===== config.mk =====
export PLATFORM = sky130hd
export DESIGN_NAME = apple1_display_port
export DESIGN_NICKNAME = d
export VERILOG_FILES = /design/src/rtl/apple1_display_port.sv
export SDC_FILE = /design/constraint.sdc
export NUM_CORES = 1
export LEC_CHECK = 0
export ABC_AREA = 1
export CAP_MARGIN = 30
export CORE_MARGIN = 2
export CORE_UTILIZATION = 29
export CTS_CLUSTER_SIZE = 16
export DETAILED_ROUTE_END_ITERATION = 8
export PLACE_DENSITY = 0.83
export SLEW_MARGIN = 20
export SYNTH_ARGS = -nofsm -noshare
export SYNTH_HDL_FRONTEND = slang
export SYNTH_SLANG_ARGS = --single-unit
export TNS_END_PERCENT = 50

===== constraint.sdc =====
create_clock -name sys_clock -period 1 [get_ports sys_clock]
set_clock_uncertainty 0.1 [all_clocks]
set_input_delay 0.2 -clock sys_clock [delete_from_list [all_inputs] [get_ports sys_clock]]
set_output_delay 0.2 -clock sys_clock [all_outputs]
set_load 0.005 [all_outputs]

===== src/rtl/apple1_display_port.sv =====
// Apple-1 display output register ($D012) with a valid/ready character handshake to the renderer.
// Define APPLE1_DISPLAY_THROTTLE_EN to hold busy for THROTTLE_TICKS cpu_clken ticks after each transfer.
module apple1_display_port #(
  parameter int unsigned THROTTLE_TICKS = 16667
) (
  input  logic       sys_clock,
  input  logic       reset,
  input  logic       cpu_clken,
  input  logic       cpu_cs,
  input  logic       cpu_we,
  input  logic [7:0] cpu_din,
  output logic [7:0] cpu_dout,
  output logic       term_valid,
  output logic [6:0] term_char,
  input  logic       term_ready
);

`ifdef APPLE1_DISPLAY_THROTTLE_EN
  typedef enum logic [1:0] {
    ST_IDLE,
    ST_PEND,
    ST_HOLD
  } state_t;

  localparam logic [14:0] LP_RELOAD = 15'(THROTTLE_TICKS - 32'd1);

  logic [14:0] r_count;
`else
  typedef enum logic {
    ST_IDLE,
    ST_PEND
  } state_t;

  // The tick count only matters when the throttle is built in.
  logic [31:0] w_unused_throttle_ticks;
  assign w_unused_throttle_ticks = THROTTLE_TICKS;
`endif

  state_t     r_state;
  logic [6:0] r_char;
  logic       r_busy;
  logic       r_valid;

  logic w_write;
  logic w_xfer;
  logic w_unused_din7;

  assign w_write       = cpu_clken & cpu_cs & cpu_we;
  assign w_xfer        = r_valid & term_ready;
  assign w_unused_din7 = cpu_din[7];

  always_ff @(posedge sys_clock or posedge reset) begin
    if (reset) begin
      r_state <= ST_IDLE;
      r_char  <= '0;
      r_busy  <= 1'b0;
      r_valid <= 1'b0;
`ifdef APPLE1_DISPLAY_THROTTLE_EN
      r_count <= '0;
`endif
    end else begin
      case (r_state)
        ST_IDLE: begin
          if (w_write) begin
            r_char  <= cpu_din[6:0];
            r_state <= ST_PEND;
            r_busy  <= 1'b1;
            r_valid <= 1'b1;
          end
        end
        ST_PEND: begin
          if (w_xfer) begin
            r_valid <= 1'b0;
`ifdef APPLE1_DISPLAY_THROTTLE_EN
            if (THROTTLE_TICKS == 32'd0) begin
              r_state <= ST_IDLE;
              r_busy  <= 1'b0;
            end else begin
              r_state <= ST_HOLD;
              r_count <= LP_RELOAD;
            end
`else
            r_state <= ST_IDLE;
            r_busy  <= 1'b0;
`endif
          end
        end
`ifdef APPLE1_DISPLAY_THROTTLE_EN
        ST_HOLD: begin
          // Counter holds THROTTLE_TICKS-1 on entry, so the final tick is the one seeing zero.
          if (cpu_clken) begin
            if (r_count == '0) begin
              r_state <= ST_IDLE;
              r_busy  <= 1'b0;
            end else begin
              r_count <= r_count - 15'd1;
            end
          end
        end
`endif
        default: begin
          r_state <= ST_IDLE;
          r_busy  <= 1'b0;
          r_valid <= 1'b0;
        end
      endcase
    end
  end

  assign cpu_dout   = {r_busy, r_char};
  assign term_valid = r_valid;
  assign term_char  = r_char;

endmodule


## Yosys cells after proc, flatten, opt, wreduce, memory -nomap -nowiden

Index checks and enable logic that the tools add are counted.

| storage, ports and cells | value |
|---|---|
| register bits after elaboration | 9 |
| input port bits | 14 |
| output and inout bits | 16 |

| cells by class | value |
|---|---|
| equal/unequal tests | 2 |
| multiplexer cells | 6 |
| bitwise operators | 4 |
| reduce and logical (&&, ||, !) cells | 2 |

Operators with widths:

| operator | number |
|---|---|
| 1-bit two-way mux | 4 |
| 1-bit case mux with 2 select lines | 2 |
| 2-bit AND reduction | 2 |
| 1-bit AND | 3 |
| 2-bit by 1-bit inequality test with 1-bit output, second input constant | 1 |
| 2-bit inequality test, second input constant | 1 |
| 1-bit NOT | 1 |

## Depth between registers and ports, before layout

| logic depth | value |
|---|---|
| depth after elaboration | 4 |
| mapped depth | 5 |

## Least setup slack after synthesis

OpenSTA, ideal clock, no wires.

| path | value |
|---|---|
| kind | register -> register |
| start | register r_state |
| end | register r_char[0], in the netlist term_char[0] |
| data arrival time | 0.782 ns |
| required time | 0.783 ns |
| path slack | 0.001 ns |
| cell stages (with the launch flop) | 5 |
| path buffers | 0 |
| period minus slack after synthesis | 0.999 ns |
| cells stage by stage | dfrtp_1 > nor2_4 > nand2_4 > nand2_1 > nand2_1 |

| on the way | value |
|---|---|
| word-level cells in the longest chain between the ends | 2 |

Ends and longest elaborated chain:

| item | line | text |
|---|---|---|
| from (decl) | 39 | `state_t r_state;` |
| from (signal assigned) | 54 | `r_state <= ST_IDLE;` |
| from (signal assigned) | 66 | `r_state <= ST_PEND;` |
| from (signal assigned) | 83 | `r_state <= ST_IDLE;` |
| 1-bit NOT (no line) | - |  |
| 2-bit AND reduction (no line) | - |  |
| to (signal assigned) | 65 | `r_char <= cpu_din[6:0];` |
| to (decl) | 40 | `logic [6:0] r_char;` |

No other way between the ends.
A chain may end at the register's enable or synchronous reset.

## Worst setup path in the final report

| path | value |
|---|---|
| start | register r_char[6], in the netlist term_char[6] |
| end | output port cpu_dout[6] |

RTL lines:

| item | line | text |
|---|---|---|
| to (decl) | 12 | `output logic [7:0] cpu_dout,` |

No word-level cell between the ends.

==> impl_results.md <==
- Outcome: finished with violations
- Failing checks: setup timing
- Most frequent CP cell: buf_6
- GRT Total Usage: 14.2%
- Final WS setup: -171 ps
- CTS HTree Levels: 1
- Initial Utilization: approximately a third
- Yosys cell types: 8
- Flip-flop and latch count after synthesis: 9
- Post-route ant nets: 0
- Pwr/cell area: about 2600 nW/um^2
- DR iter-0 viols: 0
- Tcrit/Tclk final: 117%
- Io pins: 30
- Die ar.: ~1800 um^2
- CP endpoint kind: primary output
- Via count: roughly 460
- Max_slew headroom: approximately 76%
- Syn Area/Cell: 8.66 um^2
- Unrepaired setup endpoints after global routing: true
- Row count: 13
- Initial antenna violation count: 0
- Dpl cell area: between 700 and 800 um^2
- CP max-delay cell: dfrtp_1
- Cell area after synthesis: between 400 and 500 um^2
- Clk slew on worst S/H paths: 70 ps
- Critical Path, Cell by Cell: buf_6 > buf_6
- CTS Buf Count: 3
- Crit path max fanout: 2
- Final Core Density: about 61%
- Max-cap violation count: 0
- Clock sink count: 9
- Hold_buf cts: 0
- # diodes: 0
- Die Wd: between 40 and 50 um
- Max stage delay on crit path: slightly below 400 ps
- Crit path max-delay family: flip-flops
- Vias in the first global route: between 400 and 500
- Setup violations, final: 23
- Pin count of the biggest net entering global routing: 10
- Slew @ Worst Pin: between 300 and 400 ps
- Net count, final: around 110
- Maximum clock path buffer count: 2
- Synthesis warning total: 0
- Kind of start point of the critical path: register
- Max rail drop VDD: approximately 1300 uV
- Vias per cell: around 4.2
- Worst Path Buf+Inv: 2
- Later-pin clock latency in the skew report: between 200 and 300 ps
- Max-slew violations: 0
- CP Class: reg -> out
- Avg WL per Cell: ~10 um
- GRT overflow: 0
- Share of layout cells above drive strength 1: ~44%
- CTS tree: done
- Cell area after layout: 821 um^2
- Peak Freq: ~850 MHz
- Lkg Pwr: ~0.47 nW
- Layout Cells excl Fill: approximately 110
- Hold Slack: ~110 ps
- WP data required: 700 ps
- Fin crit period: roughly 1200 ps
- IO Port Bufs: 28
- Post-synth net total: 64
- Die Ht: ~43 um
- Worst EP arrival: slightly below 900 ps
- Core area: about 1400 um^2
- CTS root buffer: clkbuf_4
- Final RePlAce weighted congestion: 0.675
- Hold Path Class: in -> async
- Layout area overhead: 89.6%
- Drt total wl: 1110 um
- Final count of hold timing violations: 0
- Synthesized instance count: 50
- Post-DP HPWL: just over 800 um
- Sequential share of the synthesized area: 52.0%
- Placed cells: 94
- Setup TNS: -1880 ps
- DRC viols: 0
- DRT Pass-1 Iters: 1
- First-pass GRT wire length: 1860 um
[power breakdown]
group / leakage (nW) / switching (W) / internal (W) / total (W)
clock: 0.0150 / 0.000125 / 0.000153 / 0.000278
sequential: 0.112 / 0.000117 / 0.000530 / 0.000648
combinational: 0.339 / 0.000415 / 0.000834 / 0.00125
total: 0.466 / 0.000657 / 0.00152 / 0.00217
[synth_stat cells]
cell type	instances	share of area, %
nand3_1	7	8.1
dfrtp_1	9	52
inv_2	1	0.87
inv_1	2	1.7
buf_4	8	14
nor2_4	1	2.6
nand2_4	1	2.6
nand2_1	21	18
[worst paths after layout]
kind,cells after the start,slack (ps),end,start
setup / recovery,2,-170,cpu_dout[6],term_char[6]
hold / removal,2,110,term_char[6],reset
setup reg to reg,5,-60,term_char[6],term_char[6]
hold reg to reg,2,420,term_char[1],term_char[1]
max in group asynchronous,2,420,r_state,reset
min in group sys_clock,3,400,term_char[2],cpu_din[2]
[registers in the layout, summed over array words and instances (netlist names)]
name	cells
r_busy	1
term_char	7
r_state	1
[layer usage]
metal	wire, um	global-route usage [%]	up-vias	part of all wire (%)
met2	598	24.2	16	54
met3	67	3.88	2	6.0
met1	436	15.0	206	39
li1	-	-	234	-
met5	0	0	-	0
met4	8	9.38	0	0.72
[layout make-up]
cell class | instances | area (um^2)
Sequential cell | 9 | 225
Fill cell | 130 | 529
Timing Repair Buffer | 47 | 403
Inverter | 3 | 11.3
Clock buffer | 4 | 26.3
Multi-Input combinational cell | 30 | 136
Tap cell | 15 | 18.8
[kinds of logic after synthesis]
group                  Yosys count  synth area share [%]
buffers and inverters           11                  16.5
DFF                              9                  52.0
and+or+nand+nor                 30                  31.5
[cell usage in the layout (no fill, tap or decap), drive strengths merged]
cell type	instances
clkdlybuf4s50	12
inv	3
nand2	22
nor2	1
nand3	7
buf	32
dfrtp	9
clkbuf	7
[repair_timing]
item / CTS / global route
buffers inserted: 9 / 1
resized for setup: 70 / 3
cloned: 0 / 0
endpoints found under the setup margin: 23 / 23
pin swaps: 0 / 1
[per-stage QoR]
step | worst slack [ps] | power, W
detailed placement | -298 | 0.00171
CTS | -179 | 0.00220
finish | -171 | 0.00217
global route | -206 | 0.00235
floorplan | 1.14 | 0.00109
global placement | -261 | 0.00167
Power figures use the tool's default switching activity.
